### src/rtl/rv_mdu_pkg.sv
// Shared definitions for the multiply/divide unit: operation encodings,
// divider FSM states and the divider latency used by decode hazard logic.
package rv_mdu_pkg;

  localparam int XLEN    = 32;
  localparam int DIV_LAT = XLEN + 2;

  typedef enum logic [1:0] {
    OP_DIV  = 2'b00,
    OP_DIVU = 2'b01,
    OP_REM  = 2'b10,
    OP_REMU = 2'b11
  } mdu_op_t;

  typedef enum logic [1:0] {
    S_IDLE,
    S_CALC,
    S_FIX,
    S_DONE
  } div_state_t;

  // Encoding matches funct3[1:0]: bit 0 clear means signed, bit 1 set means remainder.
  function automatic logic op_is_signed(input mdu_op_t op);
    return ~op[0];
  endfunction

  function automatic logic op_is_rem(input mdu_op_t op);
    return op[1];
  endfunction

endpackage

### src/rtl/mdu_div_step.sv
// One restoring-division iteration: shift {rem, quo} left, trial subtract the
// divisor magnitude and keep the difference when no borrow occurs.
module div_step #(
  parameter int WIDTH = 32
) (
  input  logic [WIDTH-1:0] rem_in,
  input  logic [WIDTH-1:0] quo_in,
  input  logic [WIDTH-1:0] dvs,
  output logic [WIDTH-1:0] rem_out,
  output logic [WIDTH-1:0] quo_out
);

  logic [WIDTH:0] part;
  logic [WIDTH:0] diff;
  logic           borrow;

  // The shifted partial remainder needs WIDTH+1 bits; diff[WIDTH] is the borrow.
  assign part   = {rem_in, quo_in[WIDTH-1]};
  assign diff   = part - {1'b0, dvs};
  assign borrow = diff[WIDTH];

  always_comb begin
    rem_out = part[WIDTH-1:0];
    if (!borrow) begin
      rem_out = diff[WIDTH-1:0];
    end
    quo_out = {quo_in[WIDTH-2:0], ~borrow};
  end

endmodule

### src/rtl/mdu_div.sv
// Iterative radix-2 restoring divider for DIV/DIVU/REM/REMU with a
// start/done handshake, pipeline-flush kill and single-cycle special cases.
module mdu_div
  import rv_mdu_pkg::*;
#(
  parameter int WIDTH = 32
) (
  input  logic             clk,
  input  logic             rst_n,
  input  logic             start,
  input  logic             kill,
  input  logic [1:0]       op,
  input  logic [WIDTH-1:0] dividend,
  input  logic [WIDTH-1:0] divisor,
  output logic             ready,
  output logic             busy,
  output logic             done,
  output logic [WIDTH-1:0] result
);

  localparam int CW = (WIDTH > 2) ? $clog2(WIDTH) : 1;
  localparam logic [WIDTH-1:0] MIN_NEG = {1'b1, {(WIDTH-1){1'b0}}};

  div_state_t       state_reg;
  logic [CW-1:0]    cnt_reg;
  logic [WIDTH-1:0] rem_reg;
  logic [WIDTH-1:0] quo_reg;
  logic [WIDTH-1:0] dvs_reg;
  logic             q_neg_reg;
  logic             r_neg_reg;
  logic             sel_rem_reg;
  logic [WIDTH-1:0] result_reg;
  logic             done_reg;

  logic             accept;
  logic             is_signed;
  logic             is_rem;
  logic             a_neg;
  logic             b_neg;
  logic [WIDTH-1:0] a_mag;
  logic [WIDTH-1:0] b_mag;
  logic             div_zero;
  logic             overflow;
  logic [WIDTH-1:0] rem_next;
  logic [WIDTH-1:0] quo_next;
  logic [WIDTH-1:0] q_fix;
  logic [WIDTH-1:0] r_fix;

  assign ready  = (state_reg == S_IDLE) || (state_reg == S_DONE);
  assign busy   = (state_reg == S_CALC) || (state_reg == S_FIX);
  assign done   = done_reg;
  assign result = result_reg;

  assign accept    = start && ready && !kill;
  assign is_signed = op_is_signed(mdu_op_t'(op));
  assign is_rem    = op_is_rem(mdu_op_t'(op));
  assign a_neg     = is_signed && dividend[WIDTH-1];
  assign b_neg     = is_signed && divisor[WIDTH-1];
  assign a_mag     = a_neg ? -dividend : dividend;
  assign b_mag     = b_neg ? -divisor : divisor;
  assign div_zero  = (divisor == '0);
  assign overflow  = is_signed && (dividend == MIN_NEG) && (divisor == '1);

  assign q_fix = q_neg_reg ? -quo_reg : quo_reg;
  assign r_fix = r_neg_reg ? -rem_reg : rem_reg;

  div_step #(
    .WIDTH(WIDTH)
  ) u_step (
    .rem_in (rem_reg),
    .quo_in (quo_reg),
    .dvs    (dvs_reg),
    .rem_out(rem_next),
    .quo_out(quo_next)
  );

  always_ff @(posedge clk or negedge rst_n) begin
    if (!rst_n) begin
      state_reg   <= S_IDLE;
      cnt_reg     <= '0;
      rem_reg     <= '0;
      quo_reg     <= '0;
      dvs_reg     <= '0;
      q_neg_reg   <= 1'b0;
      r_neg_reg   <= 1'b0;
      sel_rem_reg <= 1'b0;
      result_reg  <= '0;
      done_reg    <= 1'b0;
    end else begin
      done_reg <= 1'b0;
      case (state_reg)
        S_IDLE, S_DONE: begin
          if (accept) begin
            sel_rem_reg <= is_rem;
            q_neg_reg   <= a_neg ^ b_neg;
            r_neg_reg   <= a_neg;
            if (div_zero) begin
              result_reg <= is_rem ? dividend : '1;
              done_reg   <= 1'b1;
              state_reg  <= S_DONE;
            end else if (overflow) begin
              result_reg <= is_rem ? '0 : dividend;
              done_reg   <= 1'b1;
              state_reg  <= S_DONE;
            end else begin
              rem_reg   <= '0;
              quo_reg   <= a_mag;
              dvs_reg   <= b_mag;
              cnt_reg   <= CW'(WIDTH - 1);
              state_reg <= S_CALC;
            end
          end else begin
            state_reg <= S_IDLE;
          end
        end
        S_CALC: begin
          if (kill) begin
            state_reg <= S_IDLE;
          end else begin
            rem_reg <= rem_next;
            quo_reg <= quo_next;
            if (cnt_reg == '0) begin
              state_reg <= S_FIX;
            end else begin
              cnt_reg <= cnt_reg - 1'b1;
            end
          end
        end
        S_FIX: begin
          if (kill) begin
            state_reg <= S_IDLE;
          end else begin
            result_reg <= sel_rem_reg ? r_fix : q_fix;
            done_reg   <= 1'b1;
            state_reg  <= S_DONE;
          end
        end
        default: state_reg <= S_IDLE;
      endcase
    end
  end

endmodule
### config.mk
export PLATFORM = sky130hd
export DESIGN_NAME = mdu_div
export DESIGN_NICKNAME = d
export VERILOG_FILES = /design/src/rtl/rv_mdu_pkg.sv /design/src/rtl/mdu_div_step.sv /design/src/rtl/mdu_div.sv
export SDC_FILE = /design/constraint.sdc
export NUM_CORES = 1
export LEC_CHECK = 0
export CORE_UTILIZATION = 29
export CTS_CLUSTER_SIZE = 16
export DETAILED_ROUTE_END_ITERATION = 8
export DONT_BUFFER_PORTS = 1
export REMOVE_ABC_BUFFERS = 1
export SETUP_SLACK_MARGIN = 0.2
export SYNTH_ARGS = -nofsm -noshare
export SYNTH_HDL_FRONTEND = slang
export SYNTH_SLANG_ARGS = --single-unit
export TNS_END_PERCENT = 50
### constraint.sdc
create_clock -name clk -period 3.9 [get_ports clk]
set_input_delay 0.195 -clock clk [delete_from_list [all_inputs] [get_ports clk]]
set_output_delay 0.195 -clock clk [all_outputs]
set_load 0.02 [all_outputs]
### Word level (Yosys, flattened, before mapping)

Cells that the tools add are included.

| operators by class | value |
|---|---|
| multiplexer cells | 41 |
| equal/unequal tests | 13 |
| add/sub/neg operators | 6 |
| reductions and logical operators | 20 |
| bitwise logic cells | 5 |

Operators by type and width:

| operator | number |
|---|---|
| 32-bit 2-to-1 mux | 20 |
| 32-bit case mux with 2 select lines | 3 |
| 32-bit negation | 4 |
| 32-bit == test, second input constant | 2 |
| 33-bit by 32-bit subtractor with 33-bit output | 1 |
| 32-bit zero test | 1 |
| 5-bit 2-to-1 mux | 5 |
| 2-bit 2-to-1 mux | 6 |
| 2-bit != test, second input constant | 6 |
| 5-bit case mux with 2 select lines | 1 |
| 4-bit AND reduction | 2 |
| 1-bit logical AND | 6 |
| 2-bit case mux with 3 select lines | 1 |
| 6-bit AND reduction | 1 |
| 5-bit zero test | 1 |
| 5-bit AND reduction | 1 |
| 5-bit by 1-bit subtractor with 5-bit output, second input constant | 1 |
| 2-bit == test, second input constant | 2 |
| 1-bit 2-to-1 mux | 4 |
| 1-bit NOT | 4 |
| 2-bit nonzero test | 2 |
| 3-bit by 2-bit != test with 1-bit output, second input constant | 1 |
| 3-bit != test, second input constant | 1 |
| 2-bit by 1-bit == test with 1-bit output, second input constant | 1 |
| other kinds (7) | 8 |

| storage, ports and cells | value |
|---|---|
| bits of input ports | 70 |
| register bits after elaboration | 139 |
| logic and storage cells | 95 |
| output and inout bits | 35 |

### Logic depth before layout (Yosys ltp)

| depth | value |
|---|---|
| depth in word-level cells | 7 |
| depth in mapped cells | 13 |

### Cells and area by module

Synthesis repeated with hierarchy kept, for this count alone.

| unflattened totals | value |
|---|---|
| cell total of the unflattened synthesis | 1494 |
| area total of the unflattened synthesis | 12004.0 µm² |

By module, submodules not included:

| module | instances | cells each | area each (µm²) | seq. area each (µm²) |
|---|---|---|---|---|
| mdu_div | 1 | 1157 | 9405.3 | 3478.3 |
| div_step | 1 | 337 | 2598.7 | 0.0 |

### Least setup slack after synthesis

Ideal clock, no wire load.

| timing path | value |
|---|---|
| kind | register to register |
| start | reg quo_reg[31] |
| end | reg rem_reg[14] |
| library setup time | 0.134 ns |
| period minus slack after synthesis | 3.274 ns |
| arrival time | 3.141 ns |
| cell stages (with the launch flop) | 14 |
| required time | 3.766 ns |
| path buffers | 1 |
| setup slack | 0.626 ns |
| path through | dfrtp_1 inv_1 ha_1 fa_1 nand2b_1 a21oi_1 o41a_1 a211o_1 o211ai_1 nand2_1 xor2_1 buf_2 mux2i_1 o21ai_0 |

| on the way | value |
|---|---|
| cells in the longest elaborated chain, start to end | 4 |

RTL lines:

| what | RTL line | source |
|---|---|---|
| start: declaration | mdu_div.sv:27 | `logic [WIDTH-1:0] quo_reg;` |
| start signal: assignment | mdu_div.sv:107 | `quo_reg <= a_mag;` |
| start signal: assignment | mdu_div.sv:121 | `quo_reg <= quo_next;` |
| 33-bit by 32-bit subtractor with 33-bit output | mdu_div_step.sv:19 | `assign diff = part - {1'b0, dvs};` |
| 32-bit 2-to-1 mux | mdu_div_step.sv:24 | `if (!borrow) begin` |
| 32-bit 2-to-1 mux | mdu_div.sv:117 | `if (kill) begin` |
| 32-bit case mux with 2 select lines | mdu_div.sv:91 | `case (state_reg)` |
| end signal: assignment | mdu_div.sv:120 | `rem_reg <= rem_next;` |
| end: declaration | mdu_div.sv:26 | `logic [WIDTH-1:0] rem_reg;` |

Every way passes these cells. The select of a mux whose other input is x is not followed.
A chain may end at the register's enable or synchronous reset.

### Worst setup path in the final report

| timing path | value |
|---|---|
| start | reg state_reg[0] |
| end | reg rem_reg[29] |

| on the way | value |
|---|---|
| cells in the longest elaborated chain, start to end | 6 |
| elaborated cells between the ends (all ways) | 14 |

RTL lines:

| what | RTL line | source |
|---|---|---|
| start: declaration | mdu_div.sv:24 | `div_state_t state_reg;` |
| start signal: assignment | mdu_div.sv:79 | `state_reg <= S_IDLE;` |
| start signal: assignment | mdu_div.sv:100 | `state_reg <= S_DONE;` |
| start signal: assignment | mdu_div.sv:104 | `state_reg <= S_DONE;` |
| 2-bit == test / 2-bit zero test (equally long branches) | mdu_div.sv:49 | `assign ready = (state_reg == S_IDLE) \|\| (state_reg == S_DONE);` |
| 1-bit logical OR (*) | mdu_div.sv:49 |  |
| net ready | mdu_div.sv:15 | `output logic ready,` |
| 1-bit logical AND (*) (2 in a row) | mdu_div.sv:54 | `assign accept = start && ready && !kill;` |
| 2-bit != test (no line) (*) | n/a |  |
| 5-bit AND reduction (no line) (*) | n/a |  |

Mark *: on every way through the listed nets, which the timed path passes. The rest lies on a longest branch.

==> results.yml <==
pwr:
  power.density_mw_per_mm2: 634
  switching_share: 0.455
  fin_total_pwr_mw: 7.98
  power.internal_mw: 4.35
  total_switching_power_mw: 3.63
  pwr-share-comb: 0.447
  worst_ir_drop_vdd_mv: 0.310
  share_seq_of_total_power: 0.354
  pwr-share-clk: 0.199
  leakage_nw: 5.12
drt:
  drt-vias-per-instance: 5.34
  finalWirelength_um: 34000
  routed_wire_length_per_instance_um: 18.0
  final_antenna_net_count: 0
  routed-via-count: 10100
  tritonroute_pass_1_iters: 5
  detail_route.drc_violations: 0
  drt-initial-drc-count: 875
clocking:
  postCtsSetupRepairBufs: 0
  cts-buffers-inserted: 17
  cts_tree: "done"
  ctsLongestPathBuffers: 2
  cts-root-buf: "sky130_fd_sc_hd__clkbuf_16"
  worstSkewPairLatency_ps: 430
  clk_pin_slew_ps: 60
  tritoncts_num_sinks: 139
  htree_num_levels: 4
layout:
  insertedDiodeCount: 0
  layout.nets: 1473
  multiInputGateArea_mm2: 0.00707
  final.fill_count: 3937
  synthToLayoutAreaGrowth_pct: 13.6
  register_area_mm2: 0.00348
  post_route_cells_drive_above_1_share: 0.0575
  final_std_cells_w_o_fill: 1885
timing:
  maxSlewViolCount: 0
  finalHoldViolations: 0
  final.min_clock_period_ps: 3490
  timing.final.crit_share: 0.894
  worst-slew-pin-transition_ps: 1080
  setup_violations_final: 0
  final.setup_skew_ps: 11.8
  rsz0062_at_grt: "no"
  max_slew_headroom_at_the_worst_pin: 0.280
  fmax_mhz: 287
  finalSetupTns_ps: 0
setup_path:
  crit_type: "flip-flop to flip-flop"
  arrival_ps: 3810
  timing.reg2reg.worst_path_depth: 9
  critical_path.n_buffers_inverters: 2
  critical-path-max-stage-delay_ps: 540
  path_common_cell: "sky130_fd_sc_hd__inv_1"
  critical-path-slowest-cell: "sky130_fd_sc_hd__nor3b_1"
  r2r_slack_ps: 410
  startpoint: "state_reg[0]$_DFFE_PN0P_"
  worst-endpoint-required_ps: 4220
  worst_r2r_endpoint: "rem_reg[29]$_DFFE_PN0P_"
  critPathLaunchType: "flip-flop"
  timing.critical_path.to_type: "flip-flop"
  cp.depth: 9
  path_max_fanout: 27
  critPathTopFamily: "simple AND/OR/NAND/NOR gates"
  crit-reg2reg-launch: "state_reg[0]$_DFFE_PN0P_"
  endpoint: "rem_reg[29]$_DFFE_PN0P_"
  crit_chain: "inv_1 -> ha_2 -> inv_1 -> nor3b_1 -> o211a_2 -> or2_1 -> and2_4 -> nand4_1 -> o311ai_1"
synth:
  yosysWarnings: 0
  synth-main-ff-cell: "sky130_fd_sc_hd__dfrtp_1"
  synth_enable_flop_cells: 0
  syn-cell-area_mm2: 0.0111
  syn_area_per_cell_um2: 8.15
  synth.top_cells.by_area: "sky130_fd_sc_hd__dfrtp_1 (31%), sky130_fd_sc_hd__o21ai_0 (5.9%), sky130_fd_sc_hd__xor2_1 (5.8%), sky130_fd_sc_hd__xnor2_1 (5.5%), sky130_fd_sc_hd__a21oi_1 (5.1%)"
  synth_seq_area_share: 0.314
  synth.most_common_cell: "sky130_fd_sc_hd__dfrtp_1"
  unique_masters_post_synth: 71
  synthCells: 1358
  yosysTopAreaCell: "sky130_fd_sc_hd__dfrtp_1"
  netlist.area_leader.share: 0.314
  synth-async-reset-ratio: 1.00
  synth_seq_cells: 139
  synth_commonest_cells: "sky130_fd_sc_hd__dfrtp_1 (139), sky130_fd_sc_hd__nand2_1 (132), sky130_fd_sc_hd__nor2_1 (132)"
grt:
  antenna_violations_before_repair: 0
  globalRouteOverflowTotal: 0
  first_global_vias: 9730
  grt_pass1_wl_um: 54100
  groute.usage.overall: 0.177
  grt_max_degree: 140
job:
  cap_viol_max_count: 0
floorplan:
  die_width_um: 197
  num_rows: 71
  die_span_in_y_um: 197
  design.core.area_mm2: 0.0376
  number_of_i_o_pins: 105
  initial_utilization: 0.294
  die_area_mm2: 0.0389
run_status:
  run_status: "completed"
place:
  gp_routability_congestion: 0.876
  portBuffers: 0
  dpl.cell_count: 1812
  hpwl_um: 24600
min_path:
  hp-class: "primary input to flip-flop"
[cell families (layout without fill, tap and decap cells)]
group                    after synthesis  count (layout)  share of synthesized area
multiplexers                          34              34                     0.0309
AND/OR/NAND/NOR                      427             427                      0.190
AO/OA/AOI/OAI                        419             419                      0.239
flip-flops                           139             139                      0.314
buffers and inverters                139             155                     0.0508
XOR/XNOR                             142             142                      0.112
adder cells (fa/ha/maj)               58              58                     0.0626
[cell usage in the layout, fill, tap and decap left out, drive strengths merged, types with 5 or more instances in the layout]
| master | instances |
|---|---|
| o21ai | 131 |
| o41ai | 17 |
| or4 | 17 |
| nor2b | 6 |
| o211ai | 21 |
| a31o | 5 |
| o221ai | 5 |
| mux2i | 33 |
| a21o | 12 |
| inv | 64 |
| a31oi | 12 |
| nand2b | 20 |
| clkbuf | 23 |
| nand3 | 15 |
| buf | 20 |
| o31ai | 25 |
| a221o | 21 |
| o22ai | 8 |
| maj3 | 16 |
| ha | 41 |
| nand2 | 132 |
| and2 | 5 |
| dlygate4sd3 | 40 |
| o21a | 6 |
| xor2 | 73 |
| nor3 | 19 |
| nand4 | 17 |
| nor2 | 132 |
| and3 | 9 |
| or3 | 25 |
| a211oi | 11 |
| xnor2 | 69 |
| nor4 | 9 |
| a21oi | 112 |
| dfrtp | 139 |
| a2111oi | 5 |
[metal layers]
| metal | track usage | vias to the layer above | routed length, µm |
|---|---|---|---|
| met4 | 0.0586 | 0 | 839 |
| met3 | 0.0331 | 51 | 2340 |
| li1 | - | 4904 | - |
| met1 | 0.247 | 4802 | 15900 |
| met5 | 0 | - | 0 |
| met2 | 0.274 | 312 | 14900 |
[cell type report]
cell class,count,share of cell area
inverters,63,0.0188
clock inverters,9,0.00706
clock buffers,23,0.0380
flip-flops and latches,139,0.277
repair buffers,60,0.0464
well taps,511,0.0508
multi-input cells,1080,0.562
[worst min-delay path by stage]
stage / startpoint / end / cells after the start
detailed placement: rst_n / dvs_reg[5]$_DFFE_PN0P_ / 0
finish: divisor[5] / dvs_reg[5]$_DFFE_PN0P_ / 3
global placement: rst_n / dvs_reg[3]$_DFFE_PN0P_ / 0
floorplan: rst_n / cnt_reg[0]$_DFFE_PN0P_ / 0
CTS: dividend[21] / quo_reg[21]$_DFFE_PN0P_ / 2
global route: dividend[21] / quo_reg[21]$_DFFE_PN0P_ / 2
[power by group through the flow]
stage	clock network (mW)	registers, mW	logic, mW
floorplan	0	2.61	2.68
global placement	0	2.82	3.41
detailed placement	0	2.84	3.46
CTS	1.61	2.82	3.55
global route	1.69	2.92	3.98
finish	1.59	2.82	3.57
[repair_timing]
item,CTS,global route
hold buffers,41,0
endpoints found under the hold margin,178,0
gates resized for setup,0,0
[worst register-to-register path, cell delays in order (launching register included)]
cell and delay (ps):
sky130_fd_sc_hd__dfrtp_1 380, sky130_fd_sc_hd__inv_1 60, sky130_fd_sc_hd__ha_2 500, sky130_fd_sc_hd__inv_1 200
sky130_fd_sc_hd__nor3b_1 540, sky130_fd_sc_hd__o211a_2 380, sky130_fd_sc_hd__or2_1 540, sky130_fd_sc_hd__and2_4 500
sky130_fd_sc_hd__nand4_1 160, sky130_fd_sc_hd__o311ai_1 120
[stage by stage]
| stage | hold WS, ps | worst slack [ps] | utilization | area, µm² |
|---|---|---|---|---|
| floorplan | -101 | -1200 | - | 10700 |
| global placement | -91.0 | 488 | 0.308 | 11600 |
| detailed placement | -91.4 | 446 | 0.308 | 11600 |
| CTS | 9.28 | 413 | 0.335 | 12600 |
| global route | 5.45 | 220 | 0.335 | 12600 |
| finish | 18.5 | 414 | 0.335 | 12600 |
Note: power is estimated with default switching activity, not from simulation.
